File: config.mk
export PLATFORM = sky130hd
export DESIGN_NAME = nibble_history_display_flat
export DESIGN_NICKNAME = d
export VERILOG_FILES = /design/src/rtl/nibble_history_display_if.sv /design/src/rtl/nibble_history_display.sv /design/src/flat_wrapper.sv
export SDC_FILE = /design/constraint.sdc
export NUM_CORES = 1
export LEC_CHECK = 0
export CORE_ASPECT_RATIO = 1.5
export CORE_MARGIN = 2
export CORE_UTILIZATION = 60
export DETAILED_ROUTE_END_ITERATION = 10
export PLACE_DENSITY_LB_ADDON = 0.12
export SLEW_MARGIN = 20
export SYNTH_ARGS = -nofsm -noshare
export SYNTH_HDL_FRONTEND = slang
export SYNTH_SLANG_ARGS = --single-unit
export TNS_END_PERCENT = 20
File: constraint.sdc
create_clock -name clk -period 5.48 [get_ports clk]
set_input_delay 1.096 -clock clk [delete_from_list [all_inputs] [get_ports clk]]
set_output_delay 1.096 -clock clk [all_outputs]
set_load 0.02 [all_outputs]
File: src/rtl/nibble_history_display_if.sv
// Bus between the code converter / board controls and the display block.
// The master drives the captured word and requests, the slave drives the display.
interface nibble_history_display_if;
    logic [3:0] din;
    logic       load;
    logic       clear;
    logic [6:0] seg;
    logic [3:0] an;
    logic       dp;
    logic [3:0] hist_valid;

    modport master (
        output din, load, clear,
        input  seg, an, dp, hist_valid
    );

    modport slave (
        input  din, load, clear,
        output seg, an, dp, hist_valid
    );
endinterface

File: src/rtl/nibble_history_display.sv
// Four-deep capture history of converter words on a multiplexed
// seven-segment display, newest value on digit 0.
module nibble_history_display #(
    parameter int SCAN_DIV = 50000
) (
    input  logic                           clk,
    input  logic                           rst_n,
    nibble_history_display_if.slave        bus
);

    localparam int PW = (SCAN_DIV > 2) ? $clog2(SCAN_DIV) : 1;
    localparam logic [PW-1:0] TC = PW'(SCAN_DIV - 1);

    logic          r_ld_s1, r_ld_s2, r_ld_prev;
    logic          r_cl_s1, r_cl_s2;
    logic [3:0]    r_hist [4];
    logic [3:0]    r_hv;
    logic [PW-1:0] r_presc;
    logic [1:0]    r_idx;
    logic [6:0]    r_seg;
    logic [3:0]    r_an;
    logic          r_dp;

    logic          w_load_edge;
    logic [3:0]    w_cur;
    logic          w_cur_vld;
    logic [6:0]    w_hex;

    assign w_load_edge = r_ld_s2 & ~r_ld_prev;
    assign w_cur       = r_hist[r_idx];
    assign w_cur_vld   = r_hv[r_idx];

    // Bring the button and switch into the clk domain, keep load history
    always_ff @(posedge clk or negedge rst_n) begin
        if (!rst_n) begin
            r_ld_s1   <= 1'b0;
            r_ld_s2   <= 1'b0;
            r_ld_prev <= 1'b0;
            r_cl_s1   <= 1'b0;
            r_cl_s2   <= 1'b0;
        end else begin
            r_ld_s1   <= bus.load;
            r_ld_s2   <= r_ld_s1;
            r_ld_prev <= r_ld_s2;
            r_cl_s1   <= bus.clear;
            r_cl_s2   <= r_cl_s1;
        end
    end

    // History shift register; clear wins over a coincident capture
    always_ff @(posedge clk or negedge rst_n) begin
        if (!rst_n) begin
            for (int i = 0; i < 4; i++) r_hist[i] <= 4'h0;
            r_hv <= 4'h0;
        end else if (r_cl_s2) begin
            for (int i = 0; i < 4; i++) r_hist[i] <= 4'h0;
            r_hv <= 4'h0;
        end else if (w_load_edge) begin
            r_hist[3] <= r_hist[2];
            r_hist[2] <= r_hist[1];
            r_hist[1] <= r_hist[0];
            r_hist[0] <= bus.din;
            r_hv      <= {r_hv[2:0], 1'b1};
        end
    end

    // Digit scan: prescaler terminal count advances the digit index
    always_ff @(posedge clk or negedge rst_n) begin
        if (!rst_n) begin
            r_presc <= '0;
            r_idx   <= 2'd0;
        end else if (r_presc == TC) begin
            r_presc <= '0;
            r_idx   <= r_idx + 2'd1;
        end else begin
            r_presc <= r_presc + 1'b1;
        end
    end

    // Active-low gfedcba hex font
    always_comb begin
        w_hex = 7'h7F;
        unique case (w_cur)
            4'h0: w_hex = 7'h40;
            4'h1: w_hex = 7'h79;
            4'h2: w_hex = 7'h24;
            4'h3: w_hex = 7'h30;
            4'h4: w_hex = 7'h19;
            4'h5: w_hex = 7'h12;
            4'h6: w_hex = 7'h02;
            4'h7: w_hex = 7'h78;
            4'h8: w_hex = 7'h00;
            4'h9: w_hex = 7'h10;
            4'hA: w_hex = 7'h08;
            4'hB: w_hex = 7'h03;
            4'hC: w_hex = 7'h46;
            4'hD: w_hex = 7'h21;
            4'hE: w_hex = 7'h06;
            4'hF: w_hex = 7'h0E;
        endcase
    end

    // Registered display drive so the pins change glitch-free
    always_ff @(posedge clk or negedge rst_n) begin
        if (!rst_n) begin
            r_seg <= 7'h7F;
            r_an  <= 4'hF;
            r_dp  <= 1'b1;
        end else begin
            r_an  <= ~(4'b0001 << r_idx);
            r_seg <= w_cur_vld ? w_hex : 7'h7F;
            r_dp  <= ~((r_idx == 2'd0) & r_hv[0]);
        end
    end

    assign bus.seg        = r_seg;
    assign bus.an         = r_an;
    assign bus.dp         = r_dp;
    assign bus.hist_valid = r_hv;

endmodule

File: src/flat_wrapper.sv
// flat-port wrapper written by rule: the top's interface ports become plain ports
module nibble_history_display_flat 
#(
    parameter int SCAN_DIV = 50000
)
  (clk, rst_n, bus_din, bus_load, bus_clear, bus_seg, bus_an, bus_dp, bus_hist_valid);
  nibble_history_display_if bus_i ();
  input  logic clk;
  input  logic rst_n;
  input wire logic [$bits(bus_i.din)-1:0] bus_din;
  input wire logic [$bits(bus_i.load)-1:0] bus_load;
  input wire logic [$bits(bus_i.clear)-1:0] bus_clear;
  output wire logic [$bits(bus_i.seg)-1:0] bus_seg;
  output wire logic [$bits(bus_i.an)-1:0] bus_an;
  output wire logic [$bits(bus_i.dp)-1:0] bus_dp;
  output wire logic [$bits(bus_i.hist_valid)-1:0] bus_hist_valid;
  assign bus_i.din = bus_din;
  assign bus_i.load = bus_load;
  assign bus_i.clear = bus_clear;
  assign bus_seg = bus_i.seg;
  assign bus_an = bus_i.an;
  assign bus_dp = bus_i.dp;
  assign bus_hist_valid = bus_i.hist_valid;
  nibble_history_display #(.SCAN_DIV(SCAN_DIV)) u_core (.clk(clk), .rst_n(rst_n), .bus(bus_i));
endmodule
# Yosys cells after proc, flatten, opt, wreduce, memory -nomap -nowiden
# Memory sizes are Yosys's and may differ from the RTL's.
# Cells that the tools add are included.
dict set report word_totals {
  romBits 112
  memories 1
  latchBits 0
  regBits 55
  mem_bits_rw 0
  input_bits 8
}
# name words word_bits rd rd_clocked_by_memory_dff write_ports line
set mem_list {}
lappend mem_list {{(name not given)} 16 7 1 0 0 nibble_history_display.sv:83} ;# unique case (w_cur)
dict set report classes {
  div_mod_pow 0
  mul 0
  eq_ne 1
  n_reduce_logical 2
  muxes 11
  n_addsub 2
  n_shift 1
  n_bitwise 6
  n_lt_le_gt_ge 2
}
# op count
set op_table {}
lappend op_table {{$mux 16} 3}
lappend op_table {{$add 16x1->16 const B} 1}
lappend op_table {{$eq 16x16->1 const B} 1}
lappend op_table {{$mux 4} 4}
lappend op_table {{$bmux 4 s2} 1}
lappend op_table {{$mux 7} 1}
lappend op_table {{$not 4->4} 1}
lappend op_table {{$shl 1x2->4 const A} 1}
lappend op_table {{$ge 3x3->1 const B} 1}
lappend op_table {{$lt 2x3->1 const B} 1}
lappend op_table {{$not 2->3} 1}
lappend op_table {{$add 2x1->2 const B} 1}
lappend op_table {{$and 1x1->1} 2}
lappend op_table {{$bmux 1 s2} 1}
lappend op_table {{$logic_not 2->1} 1}
lappend op_table {{$not 1->1} 2}
lappend op_table {{$reduce_bool 2->1} 1}
lappend op_table {{$mux 1} 1}

# Logic depth before layout (Yosys ltp)
# Gate-level depths: netlist of the first run.
# An unclocked memory read counts as a cell.
dict set report depth {
  word_depth 6
  depth_mapped 7
  ltp_nobuf 6
}

# Worst setup path after synthesis of the first run
# Ideal clock, no wire load.
dict set report synth_timing {
  path_type {register to register}
  start {register u_core.r_idx[0]}
  end {register u_core.r_seg[3] (netlist: u_core.bus.seg[3])}
  required_time_ps 5401
  stages_incl_launch_ff 8
  slack_ps 3641
  path_buffers 1
  arrival_ps 1760
  period_less_slack_ps 1839
  cell_sequence {dfrtp_1 buf_2 mux4_2 inv_1 ha_1 nor2_1 a211oi_1 o21ai_0}
}
dict set report synth_via {
  elab_chain_cells 6
  word_cells_on_any_way 8
  cone_classes {6 x mux; 1 x bitwise; 1 x memory}
}
# item line
set synth_lines {}
lappend synth_lines {{from (decl)} nibble_history_display.sv:19} ;# logic [1:0] r_idx;
lappend synth_lines {{from (signal assigned)} nibble_history_display.sv:74} ;# r_idx <= r_idx + 2'd1;
lappend synth_lines {{$not 2->3 (not written as such)} nibble_history_display.sv:30} ;# assign w_cur = r_hist[r_idx];
lappend synth_lines {{$bmux 4 s2} nibble_history_display.sv:30}
lappend synth_lines {{$mux 4 (not written as such) (2 in series)} nibble_history_display.sv:30}
lappend synth_lines {{$mem_v2 16x7} -}
lappend synth_lines {{$mux 7 *} nibble_history_display.sv:111} ;# r_seg <= w_cur_vld ? w_hex : 7'h7F;
lappend synth_lines {{to (signal assigned)} nibble_history_display.sv:111}
lappend synth_lines {{to (decl)} nibble_history_display.sv:20} ;# logic [6:0] r_seg;
# Every way passes the cells marked *; elsewhere a longest branch is shown, timed or not. The select of a mux whose other input is x is not followed.
# A chain may end at the register's enable or synchronous reset.

# Final worst setup path of the first run
dict set report layout_timing {
  start {register u_core.r_seg[6] (netlist: u_core.bus.seg[6])}
  end {output bus_seg[6]}
}
# item line
set layout_lines {}
lappend layout_lines {{to (decl)} flat_wrapper.sv:13} ;# output wire logic [$bits(bus_i.seg)-1:0] bus_seg;
# No word-level cell between the ends.

==> results of run 1 <==
-- layer usage --
metal | up-vias | track usage | routed length, um
met2 | 44 | 0.404 | 2410
li1 | 724 | - | -
met3 | 13 | 0.0409 | 175
met5 | - | 0 | 0
met4 | 0 | 0.139 | 170
met1 | 793 | 0.232 | 1740
-- registers in the layout (all words and copies together), names as in the netlist --
register / count
u_core.bus.an: 4
u_core.bus.hist_valid: 4
u_core.r_hist: 16
u_core.r_presc: 16
u_core.r_ld_s1: 1
u_core.r_ld_s2: 1
u_core.bus.seg: 7
u_core.r_idx: 2
u_core.bus.dp: 1
u_core.r_cl_s1: 1
u_core.r_cl_s2: 1
u_core.r_ld_prev: 1
-- kinds of logic (layout without fill, tap and decap cells) --
family	count (synthesis)	count (layout)	share of synthesized area
DFF	55	55	0.579
and+or+nand+nor	51	51	0.111
AOI/OAI and AO/OA	33	33	0.108
buffers and inverters	21	46	0.0338
xor gates and xnor gates	14	14	0.0510
adders and majority gates	11	11	0.0572
muxes	8	8	0.0604
-- power breakdown --
group | leakage, nW | internal [mW] | total [mW] | switching [mW]
combinational | 0.459 | 0.0228 | 0.0550 | 0.0322
clock | 0.0594 | 0.130 | 0.255 | 0.125
sequential | 0.698 | 0.417 | 0.422 | 0.00484
-- layout by cell type, fill, tap and decap left out, types with 2 or more instances in the layout --
master,n
clkdlybuf4s50_1,22
xor2_1,5
nor3_1,3
o21ai_0,2
nand2_1,8
nor2_1,14
dfstp_2,12
a22o_1,19
xnor2_1,9
nor2b_1,4
mux2_2,2
nor4_1,3
inv_1,14
ha_1,11
nand2b_1,2
nand4_1,3
mux4_2,5
dfrtp_1,43
o221ai_1,4
nand3_1,4
clkbuf_8,6
a211oi_1,2
a21oi_1,3
-- final timing paths --
kind,startpoint,to
setup / recovery,u_core.bus.seg[6]$_DFF_PN1_,bus_seg[6]
hold / removal,u_core.r_ld_s1$_DFF_PN0_,u_core.r_ld_s2$_DFF_PN0_
setup reg to reg,u_core.r_idx[0]$_DFFE_PN0N_,u_core.bus.seg[3]$_DFF_PN1_
hold reg to reg,u_core.r_ld_s1$_DFF_PN0_,u_core.r_ld_s2$_DFF_PN0_
max in group asynchronous,rst_n,u_core.r_presc[10]$_DFF_PN0_
min in group asynchronous,rst_n,u_core.r_hist[12]$_DFFE_PN0P_
-- per-stage QoR --
step	total power [mW]	std cells	worst slack [ns]	area (um^2)	utilization
2_1_floorplan	0.457	193	3.64	2400	-
5_1_grt	0.754	263	2.91	2780	0.716
4_1_cts	0.736	263	2.93	2780	0.714
3_5_place_dp	0.485	255	3.28	2670	0.685
6_report	0.732	263	2.95	2780	0.716
3_3_place_gp	0.482	255	3.30	2670	0.685
-- area by class of cell --
class	instances	area, um^2
tap	45	56.3
clock buffer	7	108
multi-input combinational	117	937
sequential	55	1390
timing repair buffer	24	233
fill	279	1110
inverter	14	52.6
clock inverter	1	5.00
==> reports/results.txt, run 1 <==
Status = complete, no violations
Clock Tree Buf Depth = 2
WS Path Type = flip-flop to primary output
Ports = 24
Number of synthesized register bits = 55
Leak pwr = 1.22 nW
NumNets Final = 236
Asr flop ratio synth = 1.00
Post-synth top flop = dfrtp_1
N_diodes = 0
Synthesis-to-finish area growth = 15.7%
Drt drc = 0
Power per cell area = 263 nW/um^2
PostCTS Resize Cnt = 0
RePlAce Congestion = 0.829
CP arrival = 1.44 ns
Count leader, synth = dfrtp_1
Hold crit path type = flip-flop to flip-flop
Critical Path End Type = primary output
Synth unique cells = 36
Max-slew headroom = 0.526
Fin crit period = 2.53 ns
Layout cells sized above 1 = 0.156
RSZ-0062 raised after global routing = false
Family with the most delay on the worst path = buffers and inverters
Clock transition at the registers of the reported paths = 0.09 ns
Worst path bufs/invs = 1
Worst Hold Depth = 0
Setup Skew = 0.00598 ns
Hold buffer count at cts = 0
Final Cycle Share = 0.462
All-Layer GR Usage = 0.220
Via density = 5.98
Post-synth EDFFs = 0
TritonRoute pass-1 iters = 4
Placement Rows = 28
First-pass GRT wire length = 7.53 mm
Crit path launch type = flip-flop
Max cap viols = 0
Setup TNS = 0 ns
Setup violations, final = 0
Critical path depth = 1
Yosys warnings = 0
Slowest cell delay on critical path = 0.60 ns
Cell Area, Synth = 2400 um^2
Final count of pins violating max slew = 0
CP Max Fanout = 1
Final WL = 4.50 mm
Clock Latency Late Sink = 0.31 ns
Critical path, cell by cell = clkdlybuf4s50_1
Htree depth = 2
Critical Path RT = 4.38 ns
Maximum vdd drop = 277 uV
Initial core utilization = 0.618
IO buf count = 23
Register area share after synthesis = 0.579
Vias in the first global route = 1689
Die area = 4540 um^2
Worst-Margin Slew = 0.710 ns
Final hold vios = 0
Syn Nets = 212
Initial antenna violation count = 0
Final hold slack = 0.360 ns
Total gr overflow = 0
DRT antenna net count = 0
Die span in x = 55.7 um
TritonCTS buffer count = 5
R2R Setup Slk = 3.34 ns
Die Height = 81.5 um
Sink Count = 55
Routed wire per std cell = 17.1 um
Share of the synthesized area in the top cell type = 0.447
Synth Instances = 193
Drt first-iter violations = 79
Post-CTS Setup Repair Bufs = 0
Largest net degree at the start of global routing = 56
CP max-delay cell = clkdlybuf4s50_1
Synth area leader = dfrtp_1
Hpwl dp = 3.19 mm
Synth area leaders = dfrtp_1 (45%), dfstp_2 (13%), a22o_1 (6.9%)
Synthesized area per cell = 12.5 um^2
Vias = 1574
Top cells by count, synth = dfrtp_1 (43), a22o_1 (19), nor2_1 (15)
Core area = 3890 um^2
FMAX = 395 MHz
Worst Reg-to-Reg Cells = 6
CTS tree = built
Root buf cell = clkbuf_8
Note: power is estimated with default switching activity, not from simulation.
==> run 2, diff against run 1 <==
--- a/config.mk
+++ b/config.mk
@@ -7,7 +7,7 @@
 export LEC_CHECK = 0
 export CORE_ASPECT_RATIO = 1.5
 export CORE_MARGIN = 2
-export CORE_UTILIZATION = 60
+export CORE_UTILIZATION = 50
 export DETAILED_ROUTE_END_ITERATION = 10
 export PLACE_DENSITY_LB_ADDON = 0.12
 export SLEW_MARGIN = 20
==> constraint.sdc (replaced) <==
create_clock -name clk -period 2.2 [get_ports clk]
set_input_delay 0.44 -clock clk [delete_from_list [all_inputs] [get_ports clk]]
set_output_delay 0.44 -clock clk [all_outputs]
set_load 0.02 [all_outputs]
==> run 2 against run 1 <==
Net effect:
- sequential share of layout area fell by 0.62 points
- setup slack got worse by 2.6 ns
- clock skew up 0.0042 ns
- critical endpoint is now u_core.bus.seg[3]$_DFF_PN1_
- largest power group unchanged
==> reports/results.txt, run 2 (synthesized netlist as in run 1, its figures left out) <==
Status = complete, no violations (unchanged)
Total gr overflow = 0 (unchanged)
Tot Pwr = 1.76 mW (was 732 uW)
Max-slew headroom = 0.498 (was 0.526)
Setup Skew = 0.0102 ns (was 0.00598 ns)
Largest net degree at the start of global routing = 29 (was 56)
PostCTS Resize Cnt = 0 (unchanged)
NetSw = 403 uW (was 162 uW)
Final hold vios = 0 (unchanged)
Htree depth = 2 (unchanged)
Sink Count = 55 (unchanged)
Drt drc = 0 (unchanged)
Final Cycle Share = 0.861
Clock share of power = 0.321 (was 0.348)
CP Max Fanout = 5 (was 1)
R2R Setup Slk = 0.31 ns (was 3.34 ns)
RePlAce Congestion = 0.955 (was 0.829)
Placement Rows = 30 (was 28)
Worst-Margin Slew = 0.752 ns (was 0.710 ns)
Core area = 4580 um^2 (was 3890 um^2)
TritonRoute pass-1 iters = 4 (unchanged)
Post-CTS Setup Repair Bufs = 0 (unchanged)
TritonCTS buffer count = 5 (unchanged)
Hpwl dp = 3.18 mm (was 3.19 mm)
Slowest cell delay on critical path = 0.59 ns (was 0.60 ns)
Setup TNS = 0 ns (unchanged)
Max cap viols = 0 (unchanged)
FMAX = 528 MHz
Routed wire per std cell = 15.4 um (was 17.1 um)
Vias in the first global route = 1625 (was 1689)
CP arrival = 2.13 ns (was 1.44 ns)
Final hold slack = 0.134 ns (was 0.360 ns)
Critical Path End Type = flip-flop (was primary output)
Clock Tree Buf Depth = 2 (unchanged)
Commonest non-fill, non-tap cell in the layout = dfrtp_1 (unchanged)
Grt met2 use = 0.344 (was 0.404)
CTS tree = built (unchanged)
Critical Path RT = 2.44 ns (was 4.38 ns)
Final WL = 4.38 mm (was 4.50 mm)
Setup violations, final = 0 (unchanged)
CP max-delay cell = mux4_2 (was clkdlybuf4s50_1)
Crit path launch type = flip-flop (unchanged)
Root buf cell = clkbuf_8 (unchanged)
Hold buffer count at cts = 0 (unchanged)
Via density = 5.56 (was 5.98)
Fin crit period = 1.89 ns
Seq pwr share = 0.599 (was 0.577)
Met3 Use GR = 0.0492 (was 0.0409)
Power per cell area = 623 nW/um^2 (was 263 nW/um^2)
Clock Latency Late Sink = 0.31 ns (about the same)
Internal Power = 1.35 mW (was 570 uW)
WS Path Type = flip-flop to flip-flop (was flip-flop to primary output)
NumNets Final = 239 (was 236)
First-pass GRT wire length = 7.60 mm (was 7.53 mm)
RSZ-0062 raised after global routing = false (unchanged)
Layout cells sized above 1 = 0.158 (was 0.156)
DRT antenna net count = 0 (unchanged)
Vias = 1585 (was 1574)
Met1 Use GR = 0.211 (was 0.232)
All-Layer GR Usage = 0.191 (was 0.220)
Leak pwr = 1.23 nW (was 1.22 nW)
Ports = 24 (unchanged)
Initial core utilization = 0.525 (was 0.618)
Slack of the critical path = 0.306 ns (was 2.95 ns)
IO buf count = 23 (unchanged)
Die Height = 88.9 um (was 81.5 um)
FILL cells = 366 (was 279)
Global route hottest layer = met2 (unchanged)
Hold crit path type = input port to async pin (was flip-flop to flip-flop)
Clock transition at the registers of the reported paths = 0.10 ns (was 0.09 ns)
Commonest non-fill, non-tap cells in the layout = dfrtp_1 (43), clkdlybuf4s50_1 (22), a22o_1 (19) (unchanged)
Setup Slack @ Placement = 0.341 ns (was 3.28 ns)
Final count of pins violating max slew = 0 (unchanged)
Comb pwr share = 0.080 (was 0.075)
Synthesis-to-finish area growth = 17.2% (was 15.7%)
N_diodes = 0 (unchanged)
Sw Share = 0.229 (was 0.221)
Die area = 5390 um^2 (was 4540 um^2)
Initial antenna violation count = 0 (unchanged)
Maximum vdd drop = 498 uV (was 277 uV)
Die span in x = 60.6 um (was 55.7 um)
Critical path, cell by cell = mux4_2, inv_1, ha_1, nor2_1, a211oi_1, o21ai_0 (was clkdlybuf4s50_1)
Drt first-iter violations = 122 (was 79)
==> run 2: cell count changes in the layout (fill, tap and decap cells not counted), sizes merged <==
cell and change:
buf +3
==> run 2: final cells by class <==
type | instances | area, um^2 | area share
clock inverter | 1 | 5.00 | 0.00178
inverter | 14 | 52.6 | 0.0187
sequential | 55 | 1390 | 0.494
tap | 64 | 80.1 | 0.0284
clock buffer | 7 | 86.3 | 0.0306
multi-input combinational | 117 | 935 | 0.332
timing repair buffer | 27 | 268 | 0.0950
==> run 2: stage by stage <==
stage / cell area [um^2] / std cells / utilization
after floorplan: 2400 / 193 / -
after global placement: 2720 / 277 / 0.595
after detailed placement: 2720 / 277 / 0.595
after CTS: 2820 / 285 / 0.615
after global routing: 2820 / 285 / 0.615
final: 2820 / 285 / 0.615
==> run 2: per-layer routing <==
metal / wire length, um / share of wire
met5: 0 / 0
met4: 85 / 0.019
met3: 157 / 0.036
met2: 2460 / 0.56
met1: 1680 / 0.38
==> run 2: final timing paths <==
kind,cells after the start,end,start
hold reg to reg,0,u_core.r_ld_s2$_DFF_PN0_,u_core.r_ld_s1$_DFF_PN0_
hold / removal,1,u_core.bus.hist_valid[2]$_DFFE_PN0P_,rst_n
min in group clk,0,u_core.r_ld_s2$_DFF_PN0_,u_core.r_ld_s1$_DFF_PN0_
max in group asynchronous,2,u_core.r_presc[12]$_DFF_PN0_,rst_n
setup reg to reg,6,u_core.bus.seg[3]$_DFF_PN1_,u_core.r_idx[0]$_DFFE_PN0N_
setup / recovery,6,u_core.bus.seg[3]$_DFF_PN1_,u_core.r_idx[0]$_DFFE_PN0N_
==> run 2: power groups by stage <==
stage | logic, mW | clock network, mW | registers (mW)
6_report | 0.140 | 0.564 | 1.05
5_1_grt | 0.155 | 0.634 | 1.06
4_1_cts | 0.140 | 0.579 | 1.05
3_5_place_dp | 0.140 | 0 | 1.07
3_3_place_gp | 0.136 | 0 | 1.07
2_1_floorplan | 0.0541 | 0 | 1.08
==> run 2: worst max-delay path, delay by kind of cell, from the launching register on <==
family | cells | cell delay, ns
AOI/OAI and AO/OA | 2 | 0.24
adders and majority gates | 1 | 0.26
buffers and inverters | 1 | 0.16
DFF | 1 | 0.45
muxes | 1 | 0.59
and+or+nand+nor | 1 | 0.14
==> run 3, diff against run 2 <==
--- a/config.mk
+++ b/config.mk
@@ -6,7 +6,7 @@
 export NUM_CORES = 1
 export LEC_CHECK = 0
 export CORE_ASPECT_RATIO = 1.5
-export CORE_MARGIN = 2
+export CORE_MARGIN = 1
 export CORE_UTILIZATION = 50
 export DETAILED_ROUTE_END_ITERATION = 10
 export PLACE_DENSITY_LB_ADDON = 0.12
==> run 3 against run 2 <==
Net effect:
- clock skew down 0.0024 ns
- power down 0.38%
- cell area about the same
- global-route usage up 1.3 points
- utilization down 0.055 points
- register-to-register slack better by 0.02 ns
- wire length up 0.78%
- setup slack worse by 0.0038 ns
- maximum frequency down 0.20%
- critical path type is now flip-flop to primary output
- non-clock buffer count unchanged
- critical path depth down 5
==> reports/results.txt, run 3 (synthesized netlist as in run 1, its figures left out) <==
Routed wire per std cell = 15.5 um (was 15.4 um)
Setup Skew = 0.00780 ns (was 0.0102 ns)
Commonest non-fill, non-tap cell in the layout = dfrtp_1 (unchanged)
DP Area = 2720 um^2 (unchanged)
Reg-to-Reg End = u_core.bus.seg[3]$_DFF_PN1_ (unchanged)
Crit path from = u_core.bus.an[3]$_DFF_PN1_ (was u_core.r_idx[0]$_DFFE_PN0N_)
Final Cycle Share = 0.863 (was 0.861)
Vias = 1568 (was 1585)
CP Max Fanout = 1 (was 5)
Htree depth = 2 (unchanged)
Ports = 24 (unchanged)
Final WL = 4.42 mm (was 4.38 mm)
Post-CTS Setup Repair Bufs = 0 (unchanged)
Max-slew headroom = 0.488 (was 0.498)
Tot Pwr = 1.75 mW (was 1.76 mW)
Core area = 4580 um^2 (unchanged)
DRT antenna net count = 0 (unchanged)
Hpwl dp = 3.19 mm (was 3.18 mm)
Leak pwr = 1.22 nW (was 1.23 nW)
All-Layer GR Usage = 0.203 (was 0.191)
Worst Reg-to-Reg Cells = 6 (unchanged)
PostCTS Resize Cnt = 0 (unchanged)
Vias in the first global route = 1674 (was 1625)
Power per cell area = 621 nW/um^2 (was 623 nW/um^2)
R2R Setup Slk = 0.33 ns (was 0.31 ns)
Crit path launch type = flip-flop (unchanged)
Clock Tree Buf Depth = 2 (unchanged)
Synthesis-to-finish area growth = 17.1% (was 17.2%)
FMAX = 527 MHz (was 528 MHz)
Commonest non-fill, non-tap cells in the layout = dfrtp_1 (43), clkdlybuf4s50_1 (22), a22o_1 (19) (unchanged)
Critical path depth = 1 (was 6)
Critical path, cell by cell = clkdlybuf4s50_1 (was mux4_2, inv_1, ha_1, nor2_1, a211oi_1, o21ai_0)
Design area = 2820 um^2 (about the same)
Family with the most delay on the worst path = buffers and inverters (was multiplexers)
Largest net degree at the start of global routing = 33 (was 29)
Slack of the critical path = 0.302 ns (was 0.306 ns)
Die area = 5100 um^2 (was 5390 um^2)
CP endpoint = bus_an[3] (was u_core.bus.seg[3]$_DFF_PN1_)
Sink Count = 55 (unchanged)
Setup Slack @ Placement = 0.339 ns (was 0.341 ns)
IO buf count = 23 (unchanged)
Hold crit path type = input port to async pin (unchanged)
Status = complete, no violations (unchanged)
Max cap viols = 0 (unchanged)
Final hold vios = 0 (unchanged)
FILL cells = 395 (was 366)
Final hold slack = 0.102 ns (was 0.134 ns)
Die span in x = 58.6 um (was 60.6 um)
Die Height = 86.9 um (was 88.9 um)
Maximum vdd drop = 506 uV (was 498 uV)
Drt first-iter violations = 75 (was 122)
Critical Path RT = 1.76 ns (was 2.44 ns)
RSZ-0062 raised after global routing = false (unchanged)
Setup violations, final = 0 (unchanged)
Hold buffer count at cts = 0 (unchanged)
Clock Latency Late Sink = 0.31 ns (about the same)
Worst-Margin Slew = 0.767 ns (was 0.752 ns)
Clock transition at the registers of the reported paths = 0.10 ns (about the same)
Final count of pins violating max slew = 0 (unchanged)
Initial core utilization = 0.525 (unchanged)
Worst path bufs/invs = 1 (unchanged)
Via density = 5.50 (was 5.56)
Drt drc = 0 (unchanged)
Slowest cell delay on critical path = 0.60 ns (was 0.59 ns)
CP arrival = 1.46 ns (was 2.13 ns)
TritonRoute pass-1 iters = 4 (unchanged)
First-pass GRT wire length = 7.73 mm (was 7.60 mm)
NumNets Final = 239 (unchanged)
CP max-delay cell = clkdlybuf4s50_1 (was mux4_2)
Placement Rows = 30 (unchanged)
Layout cells sized above 1 = 0.158 (unchanged)
Initial antenna violation count = 0 (unchanged)
Post-route insts no fill = 285 (unchanged)
Critical Path End Type = primary output (was flip-flop)
CTS tree = built (unchanged)
Placed Cells = 277 (unchanged)
N_diodes = 0 (unchanged)
Setup TNS = 0 ns (unchanged)
Reg2Reg Launch Point = u_core.r_idx[0]$_DFFE_PN0N_ (unchanged)
Root buf cell = clkbuf_8 (unchanged)
WS Path Type = flip-flop to primary output (was flip-flop to flip-flop)
Fin crit period = 1.90 ns (was 1.89 ns)
Total gr overflow = 0 (unchanged)
RePlAce Congestion = 0.897 (was 0.955)
Final core utilization = 0.615 (about the same)
TritonCTS buffer count = 5 (unchanged)
[run 3: cell count changes in the layout (fill, tap and decap cells not counted), sizes merged]
cell and delta:
clkbuf -1, clkinv -1, clkinvlp +1, inv +1
[run 3: report_power, final]
group          switching [mW]  internal, mW
Clock                   0.329         0.229
Sequential             0.0126          1.04
Combinational          0.0797        0.0601
Total                   0.421          1.33
[run 3: worst min-delay path by stage]
stage          depth (start not counted)                                    to                      from
2_1_floorplan                          0  u_core.bus.hist_valid[0]$_DFFE_PN0P_                     rst_n
3_3_place_gp                           0              u_core.r_cl_s2$_DFF_PN0_  u_core.r_cl_s1$_DFF_PN0_
3_5_place_dp                           0              u_core.r_cl_s2$_DFF_PN0_  u_core.r_cl_s1$_DFF_PN0_
4_1_cts                                1         u_core.r_hist[14]$_DFFE_PN0P_                     rst_n
5_1_grt                                1         u_core.r_hist[14]$_DFFE_PN0P_                     rst_n
6_report                               1         u_core.r_hist[14]$_DFFE_PN0P_                     rst_n
[run 3: layout make-up]
| class | count | area (um^2) | area share |
|---|---|---|---|
| clock inverter | 2 | 16.3 | 0.00578 |
| tap | 64 | 80.1 | 0.0284 |
| clock buffer | 6 | 72.6 | 0.0258 |
| multi-input combinational | 117 | 935 | 0.332 |
| timing repair buffer | 27 | 268 | 0.0951 |
| inverter | 14 | 52.6 | 0.0187 |
| sequential | 55 | 1390 | 0.494 |
[run 3: metal layers]
metal | vias to the layer above | part of all wire | global-route usage
met3 | 7 | 0.024 | 0.0401
li1 | 731 | - | -
met1 | 801 | 0.41 | 0.228
met4 | 0 | 0.014 | 0.0714
met5 | - | 0 | 0
met2 | 29 | 0.55 | 0.375
